`config.mk`:
```
export PLATFORM = sky130hd
export DESIGN_NAME = split2
export DESIGN_NICKNAME = d
export VERILOG_FILES = /design/src/rtl/split2.sv
export SDC_FILE = /design/constraint.sdc
export NUM_CORES = 1
export LEC_CHECK = 0
export CAP_MARGIN = 20
export CORE_MARGIN = 2
export CORE_UTILIZATION = 52
export DETAILED_ROUTE_END_ITERATION = 7
export GPL_TIMING_DRIVEN = 0
export PLACE_DENSITY = 0.84
export SYNTH_ARGS = -nofsm -noshare
export SYNTH_HDL_FRONTEND = slang
export SYNTH_SLANG_ARGS = --single-unit
```
`constraint.sdc`:
```
create_clock -name clk -period 2.7 [get_ports clk]
set_clock_uncertainty 0.1 [all_clocks]
set_input_delay 0.675 -clock clk [delete_from_list [all_inputs] [get_ports clk]]
set_output_delay 0.675 -clock clk [all_outputs]
set_load 0.03 [all_outputs]
```
`src/rtl/split2.sv`:
```
// ---------------------------------------------------------------------------
// split2 - two-output deterministic split (dispatch side of the grid router)
//
// Pops one packet at a time from an input buffer and writes it to one of two
// output buffers, steered by the signed DX field carried in the packet:
//   DX != 0 : forward port a, with |DX| reduced by one (never wraps)
//   DX == 0 : local/turn port b, packet passed through unchanged
//
// All state updates happen on the falling edge of clk. Reset is asynchronous
// and active-low. A packet that is held when reset asserts is dropped.
//
// Handshake: the input buffer is popped with a one-cycle read_en_in strobe
// while buffer_in_empty is low, and din is valid at the next falling edge.
// An output buffer is written with a one-cycle wen_x strobe with dout_x
// valid in the same cycle, and only at an edge where that buffer's full
// flag is low. At most one of read_en_in, wen_a and wen_b is high per cycle.
//
// Optional feature (macro SPLIT2_PKT_COUNT_EN): adds pkt_count_a/pkt_count_b,
// 16-bit saturating counts of wen_a/wen_b pulses, cleared by reset.
//
// Ports:
//   clk                input   clock, falling edge active
//   rst                input   asynchronous active-low reset
//   din                input   input buffer read data
//   buffer_in_empty    input   input buffer empty
//   buffer_out_a_full  input   forward buffer full
//   buffer_out_b_full  input   local buffer full
//   read_en_in         output  input buffer pop strobe
//   dout_a / wen_a     output  forward write data / strobe
//   dout_b / wen_b     output  local write data / strobe
//   pkt_count_a/_b     output  write counters (SPLIT2_PKT_COUNT_EN only)
//   dbg_state          output  current FSM state (0 IDLE, 1 FETCH, 2 SEND)
// ---------------------------------------------------------------------------
module split2 #(
  parameter int DATA_WIDTH = 32,
  parameter int DX_LSB     = 23,
  parameter int DX_WIDTH   = 9
) (
  input  logic                  clk,
  input  logic                  rst,
  input  logic [DATA_WIDTH-1:0] din,
  input  logic                  buffer_in_empty,
  input  logic                  buffer_out_a_full,
  input  logic                  buffer_out_b_full,
  output logic                  read_en_in,
  output logic [DATA_WIDTH-1:0] dout_a,
  output logic                  wen_a,
  output logic [DATA_WIDTH-1:0] dout_b,
  output logic                  wen_b,
`ifdef SPLIT2_PKT_COUNT_EN
  output logic [15:0]           pkt_count_a,
  output logic [15:0]           pkt_count_b,
`endif
  output logic [1:0]            dbg_state
);

  typedef enum logic [1:0] {
    IDLE  = 2'd0,
    FETCH = 2'd1,
    SEND  = 2'd2
  } state_t;

  localparam logic [DX_WIDTH-1:0] DX_ONE = {{(DX_WIDTH-1){1'b0}}, 1'b1};

  state_t                  state_q, state_d;
  logic [DATA_WIDTH-1:0]   hold_q, hold_d;
  logic                    sel_a_q, sel_a_d;
  logic                    read_en_q, read_en_d;
  logic                    wen_a_q, wen_a_d;
  logic                    wen_b_q, wen_b_d;
  logic [DATA_WIDTH-1:0]   dout_a_q, dout_a_d;
  logic [DATA_WIDTH-1:0]   dout_b_q, dout_b_d;

  // Next-hop decode of the incoming word.
  logic [DX_WIDTH-1:0]     dx;
  logic [DX_WIDTH-1:0]     dx_new;
  logic                    dx_nonzero;
  logic [DATA_WIDTH-1:0]   next_pkt;
  logic                    target_full;

  // Step DX one unit toward zero. Because the magnitude only ever shrinks,
  // the most-negative value moves to most-negative+1 and nothing can wrap.
  always_comb begin
    dx         = din[DX_LSB +: DX_WIDTH];
    dx_nonzero = |dx;
    dx_new     = dx;
    if (dx_nonzero) begin
      if (dx[DX_WIDTH-1]) dx_new = dx + DX_ONE;
      else                dx_new = dx - DX_ONE;
    end
    next_pkt = din;
    next_pkt[DX_LSB +: DX_WIDTH] = dx_new;
  end

  // Only the selected port's full flag can stall the held packet.
  assign target_full = sel_a_q ? buffer_out_a_full : buffer_out_b_full;

  always_comb begin
    state_d   = state_q;
    hold_d    = hold_q;
    sel_a_d   = sel_a_q;
    read_en_d = 1'b0;
    wen_a_d   = 1'b0;
    wen_b_d   = 1'b0;
    dout_a_d  = dout_a_q;
    dout_b_d  = dout_b_q;
    unique case (state_q)
      IDLE: begin
        if (!buffer_in_empty) begin
          read_en_d = 1'b1;
          state_d   = FETCH;
        end
      end
      FETCH: begin
        // din is valid on this edge, one edge after the pop strobe.
        hold_d  = next_pkt;
        sel_a_d = dx_nonzero;
        state_d = SEND;
      end
      SEND: begin
        if (!target_full) begin
          if (sel_a_q) begin
            wen_a_d  = 1'b1;
            dout_a_d = hold_q;
          end else begin
            wen_b_d  = 1'b1;
            dout_b_d = hold_q;
          end
          state_d = IDLE;
        end
      end
      default: begin
        state_d = IDLE;
      end
    endcase
  end

  always_ff @(negedge clk or negedge rst) begin
    if (!rst) begin
      state_q   <= IDLE;
      hold_q    <= '0;
      sel_a_q   <= 1'b0;
      read_en_q <= 1'b0;
      wen_a_q   <= 1'b0;
      wen_b_q   <= 1'b0;
      dout_a_q  <= '0;
      dout_b_q  <= '0;
    end else begin
      state_q   <= state_d;
      hold_q    <= hold_d;
      sel_a_q   <= sel_a_d;
      read_en_q <= read_en_d;
      wen_a_q   <= wen_a_d;
      wen_b_q   <= wen_b_d;
      dout_a_q  <= dout_a_d;
      dout_b_q  <= dout_b_d;
    end
  end

  assign read_en_in = read_en_q;
  assign wen_a      = wen_a_q;
  assign wen_b      = wen_b_q;
  assign dout_a     = dout_a_q;
  assign dout_b     = dout_b_q;
  assign dbg_state  = state_q;

`ifdef SPLIT2_PKT_COUNT_EN
  logic [15:0] cnt_a_q, cnt_a_d;
  logic [15:0] cnt_b_q, cnt_b_d;

  // Counters advance on the same edge that raises the write strobe.
  always_comb begin
    cnt_a_d = cnt_a_q;
    cnt_b_d = cnt_b_q;
    if (wen_a_d && (cnt_a_q != 16'hFFFF)) cnt_a_d = cnt_a_q + 16'd1;
    if (wen_b_d && (cnt_b_q != 16'hFFFF)) cnt_b_d = cnt_b_q + 16'd1;
  end

  always_ff @(negedge clk or negedge rst) begin
    if (!rst) begin
      cnt_a_q <= '0;
      cnt_b_q <= '0;
    end else begin
      cnt_a_q <= cnt_a_d;
      cnt_b_q <= cnt_b_d;
    end
  end

  assign pkt_count_a = cnt_a_q;
  assign pkt_count_b = cnt_b_q;
`endif

endmodule
```
Yosys cells after proc, flatten, opt, wreduce, memory -nomap -nowiden
Cells that the tools add are included.
Widths: inputs -> output; s select.
{ "word_totals": {"register_bits": 102, "elab_cells": 35, "inputBits": 37} }
{ "classes": {"bitwise": 2, "n_mux": 14, "n_reduce_logical": 5, "n_addsub": 2, "n_eq_ne": 4} }
{ "ops": {"columns": ["cell", "n"], "rows": [
  ["$mux 9", 2],
  ["$add 9x1->9 const B", 1],
  ["$mux 1", 9],
  ["$reduce_or 9->1", 1],
  ["$sub 9x1->9 const B", 1],
  ["$pmux 2 s3", 1],
  ["$reduce_and 3->1", 2],
  ["$mux 2", 2],
  ["$ne 2x2->1 const B", 2],
  ["$eq 2x1->1 const B", 1],
  ["$eq 2x2->1 const B", 1],
  ["$logic_not 2->1", 1],
  ["$not 1->1", 2],
  ["$reduce_and 2->1", 1]
]} }

Longest topological paths before layout
{ "depth": {"ltp_word": 3, "mapped_depth": 6, "mapped_depth_nobuf": 6} }

==> results.py <==
metrics = {
    "status": {
        "status": "complete, but fails checks",
        "failed_checks": "setup timing",
    },
    "setup_path": {
        "r2r-start": "dbg_state[1]$_DFFE_NN0P_",
        "crit_start": "din[31]",
        "cp_max_fo": 5,
        "path_cells": "buf_8 -> clkinv_8 -> buf_4 -> ha_4 -> a211oi_2 -> o211ai_1 -> a21o_1 -> a32o_1",
        "path_buf_inv": 3,
        "rr_endpoint": "dout_b[14]$_DFFE_NN0P_",
        "cp_num_cells": 8,
        "slowest_stage": "a211oi_2",
        "path_delay_family": "compound AO/OA/AOI/OAI gates",
        "worstPathRequired_ns": 1.45,
        "rrSetupSlack_ns": 0.60,
        "crit_arrival_ns": 2.12,
        "max_stage_delay_ns": 0.32,
        "startpoint_type": "input pin",
        "endpoint_kind": "flop",
        "reg2reg_depth": 9,
        "worstSetupPathType": "input pin to flop",
        "timing.critical_path.to": "hold_q[30]$_DFFE_NN0N_",
    },
    "layout": {
        "layout-drive-gt1-share": 0.5466,
        "area_delta_synth_final_pct": 68.52,
        "fillers": 265,
        "final_util": 0.9048,
        "design_area_mm2": 0.006992,
        "n_antenna_cell": 0,
        "nNetsFinal": 576,
    },
    "synthesis": {
        "async_flop_share": 1.000,
        "synth-seq-area-share": 0.6152,
        "ys_types": 42,
        "synth_top_cell_area_share": 0.6152,
        "synth.ff_latch_count": 102,
        "syn_nets": 364,
        "synthTopCellsByArea": "dfrtn_1, mux2_2, nand2_1, ha_1, o21ai_0",
        "synth_edf_count": 0,
        "syn_inst": 319,
        "synthFlopType": "dfrtn_1",
        "syn_area_mm2": 0.004149,
        "synth_area_leader_cell": "dfrtn_1",
        "syn_avg_cell_area_um2": 13.01,
        "yosys_warnings": 0,
    },
    "sta": {
        "setup_viol": 143,
        "hold_slack_ns": 0.3664,
        "final_hold_viol_count": 0,
        "drv_slew": 0,
        "setup_slack_ns": -0.6709,
        "rsz0062_at_grt": "yes",
        "worst_pin_slew_ns": 0.5783,
        "slew_headroom": 0.6145,
    },
    "global_route": {
        "grt_util_all_layers": 0.3113,
        "grt_overflow": 0,
        "grt_pass1_wl_um": 20130,
        "antenna_found_initial": 0,
        "grt_max_degree": 60,
        "grt_pass1_vias": 3676,
    },
    "clocking": {
        "h-tree-depth": 3,
        "insertion_delay_ns": 0.34,
        "cts_tree": "done",
        "numCtsBuffers": 9,
        "clockRootBuffer": "clkbuf_8",
        "clockBufferDepth": 2,
        "hold_buffers": 0,
        "cts.sinks": 102,
        "clk_pin_slew_ns": 0.07,
    },
    "place": {
        "dpl.hpwl_um": 6859,
        "place_area_mm2": 0.005623,
        "globalplace.congestion": 0.8104,
        "port_buffers": 105,
    },
    "worst_hold_path": {
        "hp-class": "flop to flop",
        "holdPathStages": 2,
    },
    "pwr": {
        "peakVddDrop_uv": 738.2,
        "p_leak_nw": 3.419,
        "power_w": 0.008857,
        "power_density_mw_per_mm2": 1267,
    },
    "die": {
        "coreArea_mm2": 0.007727,
        "ioPinCount": 106,
        "fp.dieW_um": 93.33,
        "core.rowCount": 32,
        "dieArea_mm2": 0.008710,
        "die_h_um": 93.33,
        "start_util": 0.5369,
    },
    "detailed_routing": {
        "vias": 3515,
        "postRouteAntennaNets": 0,
        "drtIter0Drc": 167,
        "avgRoutedWirePerCell_um": 22.24,
        "viasPerCell": 5.509,
        "wl_um": 14190,
        "drt_pass1_iterations": 4,
        "drc": 0,
    },
    "run": {
        "maxCapViolCount": 0,
    },
}
## how the worst min path moves through the flow
stage / slack, ns / start / endpoint
final: 0.37 / hold_q[15]$_DFFE_NN0N_ / hold_q[15]$_DFFE_NN0N_
after global routing: 0.39 / hold_q[9]$_DFFE_NN0N_ / hold_q[9]$_DFFE_NN0N_
after CTS: 0.35 / hold_q[22]$_DFFE_NN0N_ / hold_q[22]$_DFFE_NN0N_
after detailed placement: 0.35 / hold_q[22]$_DFFE_NN0N_ / hold_q[22]$_DFFE_NN0N_
after global placement: 0.34 / hold_q[12]$_DFFE_NN0N_ / hold_q[12]$_DFFE_NN0N_
after floorplan: 0.33 / hold_q[29]$_DFFE_NN0N_ / hold_q[29]$_DFFE_NN0N_
## Yosys cell counts (2+ instances only)
library cell	n
nand2_1	79
buf_4	3
xor2_1	2
inv_1	2
a21o_1	3
dfrtn_1	102
mux2_1	2
a21oi_1	4
buf_6	4
nor3_1	4
ha_1	7
clkbuf_1	5
o21ai_0	9
mux2_2	62
nor2_1	4
## per-stage QoR
step / std cells / TNS [ns] / setup WS (ns)
after detailed placement: 527 / -121.83 / -1.498
after floorplan: 319 / -31.27 / -0.8293
final: 638 / -40.85 / -0.6709
after global placement: 526 / -513.98 / -3.912
after global routing: 638 / -43.57 / -0.6912
after CTS: 611 / -38.70 / -0.5529
## kinds of logic (layout without fill, tap and decap cells)
| group | count (synthesis) | after routing | synth area share |
|---|---|---|---|
| DFF | 102 | 102 | 0.6152 |
| AOI/OAI and AO/OA | 30 | 30 | 0.05248 |
| buffers and inverters | 15 | 232 | 0.02352 |
| adders and majority gates | 8 | 8 | 0.02593 |
| xor gates and xnor gates | 3 | 3 | 0.006334 |
| and+or+nand+nor | 96 | 96 | 0.1004 |
| muxes | 65 | 65 | 0.1761 |
## registers in the layout (all words and copies together), names as in the netlist
name / count
wen_b: 1
wen_a: 1
sel_a_q: 1
hold_q: 32
dbg_state: 2
dout_a: 32
dout_b: 32
read_en_in: 1
## layout by cell type, fill, tap and decap left out, types with 2 or more instances in the layout
cell             count
ha_4                 6
nor3_1               3
nor3_4               2
clkbuf_8            10
dfrtn_1            102
nand2_1             78
buf_12               7
a21oi_2              2
clkdlybuf4s50_1     24
mux2_4              64
buf_6               81
a21o_1               3
clkbuf_1             5
inv_6                3
o21ai_1              4
a211oi_2             2
o21ai_2              3
buf_4               78
nor2_1               3
o21ai_0              2
buf_16               3
buf_8               10
buf_2                2
xor2_1               2
clkdlybuf4s15_2      2
## worst register-to-register path: stages, from the launching register on
cell and delay (ns):
dfrtn_1 0.44, buf_4 0.12, buf_4 0.14, nand2b_4 0.09
nor3_4 0.25, buf_6 0.15, buf_8 0.13, buf_12 0.11
buf_12 0.12, mux2_4 0.31
## cell type report
type	instances	area, µm²	share of cell area
inverter	3	28.78	0.004116
timing repair buffer	204	2091	0.2990
tap	102	127.6	0.01825
clock inverter	6	50.05	0.007158
multi-input combinational	202	1924	0.2752
clock buffer	10	137.6	0.01969
buffer	9	80.08	0.01145
sequential	102	2552	0.3651
## power breakdown
group / internal, W / total [W] / switching, W
registers: 0.00231 / 0.00296 / 0.000649
clock network: 0.000377 / 0.000976 / 0.000599
logic: 0.00265 / 0.00492 / 0.00227
total: 0.00534 / 0.00886 / 0.00352
## what timing repair did
item                                    in CTS  in global routing
endpoints found under the hold margin        0                  0
resized for setup                          598                 18
buffers inserted                            62                 38
pin swaps                                   23                 21
endpoints found under the setup margin     145                143
gates cloned                                 6                  0
## layer usage
layer / vias to the layer above / wire (µm) / GRT usage
met5: - / 0 / 0
met4: 0 / 482 / 0.1054
met3: 44 / 684 / 0.06044
met2: 155 / 7761 / 0.5713
met1: 1808 / 5259 / 0.3628
li1: 1508 / - / -
Power figures use the tool's default switching activity.
